[config.mk]
export PLATFORM = sky130hd
export DESIGN_NAME = ghr_spec_ctrl
export DESIGN_NICKNAME = d
export VERILOG_FILES = /design/src/rtl/ghr_spec_ctrl.sv
export SDC_FILE = /design/constraint.sdc
export NUM_CORES = 1
export LEC_CHECK = 0
export ABC_AREA = 1
export CAP_MARGIN = 5
export CORE_MARGIN = 2
export CORE_UTILIZATION = 51
export DETAILED_ROUTE_END_ITERATION = 8
export MAX_ROUTING_LAYER = met4
export PLACE_DENSITY = 0.87
export SYNTH_ARGS = -nofsm -noshare
export SYNTH_HDL_FRONTEND = slang
export SYNTH_SLANG_ARGS = --single-unit
[constraint.sdc]
create_clock -name clk -period 3.3 [get_ports clk]
set_clock_uncertainty 0.2 [all_clocks]
set_input_delay 0.66 -clock clk [delete_from_list [all_inputs] [get_ports clk]]
set_output_delay 0.66 -clock clk [all_outputs]
set_load 0.1 [all_outputs]
[src/rtl/ghr_spec_ctrl.sv]
// Global history register controller: speculative GHR shifted at prediction,
// architectural GHR shifted at in-order resolve, in-flight direction FIFO with recovery.
module ghr_spec_ctrl #(
    parameter int HISTORY_SIZE = 64,
    parameter int CKPT_DEPTH   = 8
) (
    input  logic                              clk,
    input  logic                              rst_n,
    input  logic                              pred_valid,
    input  logic                              pred_taken,
    output logic                              pred_ready,
    input  logic                              resolve_valid,
    input  logic                              resolve_taken,
    input  logic                              flush,
    output logic [HISTORY_SIZE-1:0]           spec_history,
    output logic [HISTORY_SIZE-1:0]           arch_history,
    output logic                              mispredict,
    output logic                              recover_busy,
    output logic [$clog2(CKPT_DEPTH+1)-1:0]   inflight_count,
    output logic                              underflow_err
);

    localparam int PW = $clog2(CKPT_DEPTH);
    localparam int CW = $clog2(CKPT_DEPTH+1);

    typedef enum logic {RUN = 1'b0, RECOVER = 1'b1} state_t;

    state_t                  state_q, state_nxt;
    logic [CKPT_DEPTH-1:0]   fifo_q;
    logic [PW-1:0]           rd_ptr_q, wr_ptr_q;
    logic [CW-1:0]           count_nxt;
    logic                    ready_nxt;

    logic                    accept, do_res, pop_bit, mis_nxt, kill, push;
    logic [HISTORY_SIZE-1:0] arch_nxt, spec_nxt;

    // Resolve and kill decode; the arch shift feeds the flush/mispredict restore.
    always_comb begin
        accept   = pred_valid && pred_ready;
        do_res   = resolve_valid && (inflight_count != '0);
        pop_bit  = fifo_q[rd_ptr_q];
        mis_nxt  = do_res && (pop_bit != resolve_taken);
        kill     = mis_nxt || flush;
        push     = accept && !kill;
        arch_nxt = do_res ? {arch_history[HISTORY_SIZE-2:0], resolve_taken} : arch_history;
    end

    always_comb begin
        spec_nxt  = spec_history;
        count_nxt = inflight_count;
        if (kill) begin
            spec_nxt  = arch_nxt;
            count_nxt = '0;
        end else begin
            if (push)
                spec_nxt = {spec_history[HISTORY_SIZE-2:0], pred_taken};
            case ({push, do_res})
                2'b10:   count_nxt = inflight_count + CW'(1);
                2'b01:   count_nxt = inflight_count - CW'(1);
                default: count_nxt = inflight_count;
            endcase
        end
    end

    // FSM: state register
    always_ff @(posedge clk or negedge rst_n) begin
        if (!rst_n) state_q <= RUN;
        else        state_q <= state_nxt;
    end

    // FSM: next state -- any kill (re)enters RECOVER for one cycle
    always_comb begin
        state_nxt = RUN;
        if (kill) state_nxt = RECOVER;
    end

    // FSM: outputs; pred_ready is registered from the next-cycle state and count
    always_comb begin
        recover_busy = (state_q == RECOVER);
        ready_nxt    = (state_nxt == RUN) && (count_nxt < CW'(CKPT_DEPTH));
    end

    always_ff @(posedge clk or negedge rst_n) begin
        if (!rst_n) begin
            fifo_q         <= '0;
            rd_ptr_q       <= '0;
            wr_ptr_q       <= '0;
            inflight_count <= '0;
            spec_history   <= '0;
            arch_history   <= '0;
            mispredict     <= 1'b0;
            underflow_err  <= 1'b0;
            pred_ready     <= 1'b0;
        end else begin
            spec_history   <= spec_nxt;
            arch_history   <= arch_nxt;
            inflight_count <= count_nxt;
            mispredict     <= mis_nxt;
            pred_ready     <= ready_nxt;
            if (resolve_valid && (inflight_count == '0))
                underflow_err <= 1'b1;
            if (kill) begin
                rd_ptr_q <= '0;
                wr_ptr_q <= '0;
            end else begin
                if (push) begin
                    fifo_q[wr_ptr_q] <= pred_taken;
                    wr_ptr_q         <= wr_ptr_q + PW'(1);
                end
                if (do_res)
                    rd_ptr_q <= rd_ptr_q + PW'(1);
            end
        end
    end

endmodule

==> impl_metrics.yaml <==
outcome:
  outcome: "finished clean"
synth:
  synth.area.top_cells: "dfrtp_1, nand2_1, nand4_1"
  yosys_most_used_dff: "dfrtp_1"
  netlist_instances: 786
  yosysUniqueCellTypes: 25
  synthArstFlopShare_pct: 100
  ys_ff_latch: 150
  avgSynthCellArea_um2: 8.44
  yosysSeqAreaShare_pct: 56.6
  synth_area_um2: 6640
  synth.most_common_cell: "nand2_1"
  ys_top_cells_by_count: "nand2_1, dfrtp_1, nand3_1, nand4_1, buf_2"
  synth_top_area_cell: "dfrtp_1"
  synth_edf_count: 0
  synth_top_area_share_pct: 56.6
  syn-num-nets: 800
  yosysWarningCount: 0
pwr:
  power_w: 0.00422
  ir_drop_uv: 253
  p_per_area_nw_per_um2: 500
  p_leak_nw: 4.57
sta:
  rsz0062_at_grt: "no"
  fin_crit_sh_pct: 88.7
  slew_headroom_pct: 43.4
  tightest_slew_ps: 849
  fin_crit_ps: 2930
  fin_setup_tns_ps: 0
  max_freq_ghz: 0.342
  holdWs_ps: 75.9
  setup_viol: 0
  drv_slew: 0
  finalHoldViolCount: 0
clocking:
  cts-htree-levels: 4
  post_cts_buffers: 0
  tritoncts_num_sinks: 150
  clk_pin_slew_ps: 60
  cts_root_buffer: "clkbuf_16"
  ctsResizeCount: 0
  cts_hold_buf: 0
  cts_made_buffers: 17
  cts_tree: "yes"
  cts_buffer_depth: 2
  clock_latency_ps: 420
die:
  fp.dieH_um: 118
  row_count: 41
  die-area_um2: 13900
  io-pin-count: 143
  core_area_um2: 12700
  die_w_um: 118
  start_util_pct: 52.4
worst_setup_path:
  slowest_delay_ps: 440
  r2r_setup_slack_ps: 370
  cp_cell_sequence: "inv_2 -> nand2_1 -> nand3_1 -> nand3_1 -> nand2_1 -> nand2_1 -> nand3_2 -> nand3_1 -> ha_1 -> ha_1 -> inv_1 -> o21bai_1 -> inv_1 -> nand2_1 -> or2_2 -> nand2_1 -> xor2_1 -> nor2_1"
  path_buf_inv: 3
  crit_fanout: 6
  critPathSlowestCell: "dfrtp_1"
  setup.worst_path.end_class: "flop"
  crit_arrival_ps: 3020
  r2r-start: "rd_ptr_q[0]$_DFFE_PN0P_"
  worstSetupPathType: "flop to flop"
  r2r_cells: 18
  cp_top_family: "simple AND/OR/NAND/NOR gates"
  crit_top_cell: "nand2_1"
  reg2reg_to: "inflight_count[3]$_DFF_PN0_"
  crit_required_ps: 3390
  critPathLaunchType: "flop"
detailed_routing:
  drt_wl_total_um: 17700
  drt_iter0_markers: 623
  ant_nets: 0
  avgRoutedWirePerCell_um: 16.2
  dr.pass1.iters: 5
  drc: 0
  drt-vias-per-instance: 5.48
  vias: 6001
finish:
  antenna_cells: 0
  areaGrowthSynthToFinish_pct: 27.2
  multi_input_area_um2: 2550
  layout.nets: 924
  nFillCells: 1030
  fin_area_um2: 8440
  drive_gt1_share_pct: 21.5
  finalCoreUtilization_pct: 66.6
  seqCellArea_um2: 3760
global_route:
  antenna_found_initial: 0
  grt_max_degree: 79
  overflow: 0
  grt_pass1_wl_um: 29400
  grt_pass1_vias: 5749
  track_usage_pct: 27.0
place:
  placed_cell_area_um2: 7850
  place.gp.congestion: 0.849
  dpl.hpwl_um: 10900
  numPortBuffers: 142
worst_hold_path:
  hold_class: "primary input to async pin"
flow_run:
  cap_violations: 0
worst register-to-register path, stage by stage (launching register included):
cell and delay, ps:
dfrtp_1 440, inv_2 120, nand2_1 60, nand3_1 60, nand3_1 100, nand2_1 80, nand2_1 60, nand3_2 70
nand3_1 120, ha_1 280, ha_1 310, inv_1 100, o21bai_1 90, inv_1 50, nand2_1 60, or2_2 280
nand2_1 120, xor2_1 170, nor2_1 60
metrics by stage:
stage          worst slack [ps]  instances
2_1_floorplan              4.14        786
3_3_place_gp                141       1063
3_5_place_dp               56.8       1063
4_1_cts                     380       1095
5_1_grt                    62.8       1095
6_report                    373       1095
layout by cell type, fill, tap and decap left out, types with 2 or more instances in the layout:
master           synthesis  final
nand3_1                 88     88
nor3_1                   8      8
a21oi_1                  2      2
clkbuf_16                0     17
buf_4                    3    148
ha_1                     7      7
clkbuf_8                 0      5
clkinvlp_4               0      2
dfrtp_1                150    146
clkdlybuf4s50_1          0      5
nand4_1                 72     72
nor2_1                   8      8
inv_1                   20     18
clkinv_2                 0      4
clkbuf_1                21      2
buf_12                   0      3
xor2_1                   5      5
bufinv_16                0      2
o21ai_0                  6      6
dfrtp_2                  0      4
nand2_1                356    355
nor2_4                   2      2
inv_2                    3      5
layer usage:
layer,part of all wire [%],GRT usage [%],routed length (um)
met5,0,-,0
met3,6.4,5.81,1140
met2,46,39.6,8060
met1,46,37.8,8220
met4,1.6,8.43,289
cell families (layout without fill, tap and decap cells):
| family | count (synthesis) | count (layout) | synth area share [%] |
|---|---|---|---|
| compound gates | 10 | 10 | 0.849 |
| xor+xnor | 6 | 6 | 0.792 |
| fa+ha+maj | 7 | 7 | 1.32 |
| buf+inv | 75 | 212 | 4.98 |
| flops | 150 | 150 | 56.6 |
| simple gates | 538 | 538 | 35.5 |
power by group:
group	leakage (nW)	internal, W	switching (W)
logic	2.21	0.0000740	0.000312
registers	2.07	0.00187	0.0000256
clock network	0.292	0.00121	0.000729
area by class of cell:
type | instances | share of cell area (%)
clock buffers | 24 | 5.94
clock inverters | 8 | 1.13
inverters | 23 | 1.02
multi-input cells | 561 | 30.2
flip-flops and latches | 150 | 44.5
well taps | 172 | 2.55
repair buffers | 157 | 14.6
worst max-delay path by stage:
| stage | startpoint | end | cells past startpoint |
|---|---|---|---|
| floorplan | inflight_count[2]$_DFFE_PN0P_ | inflight_count[3]$_DFF_PN0_ | 17 |
| global placement | resolve_valid | inflight_count[3]$_DFF_PN0_ | 15 |
| detailed placement | resolve_valid | inflight_count[3]$_DFF_PN0_ | 15 |
| CTS | rd_ptr_q[0]$_DFFE_PN0P_ | inflight_count[3]$_DFF_PN0_ | 18 |
| global route | rd_ptr_q[0]$_DFFE_PN0P_ | inflight_count[3]$_DFF_PN0_ | 18 |
| finish | rd_ptr_q[0]$_DFFE_PN0P_ | inflight_count[3]$_DFF_PN0_ | 18 |
sequential cells by signal (all words and copies together) (netlist names):
register,flops
arch_history,64
mispredict,1
spec_history,64
inflight_count,4
fifo_q,8
pred_ready,1
recover_busy,1
wr_ptr_q,3
underflow_err,1
rd_ptr_q,3
(Power assumes the default switching activity.)
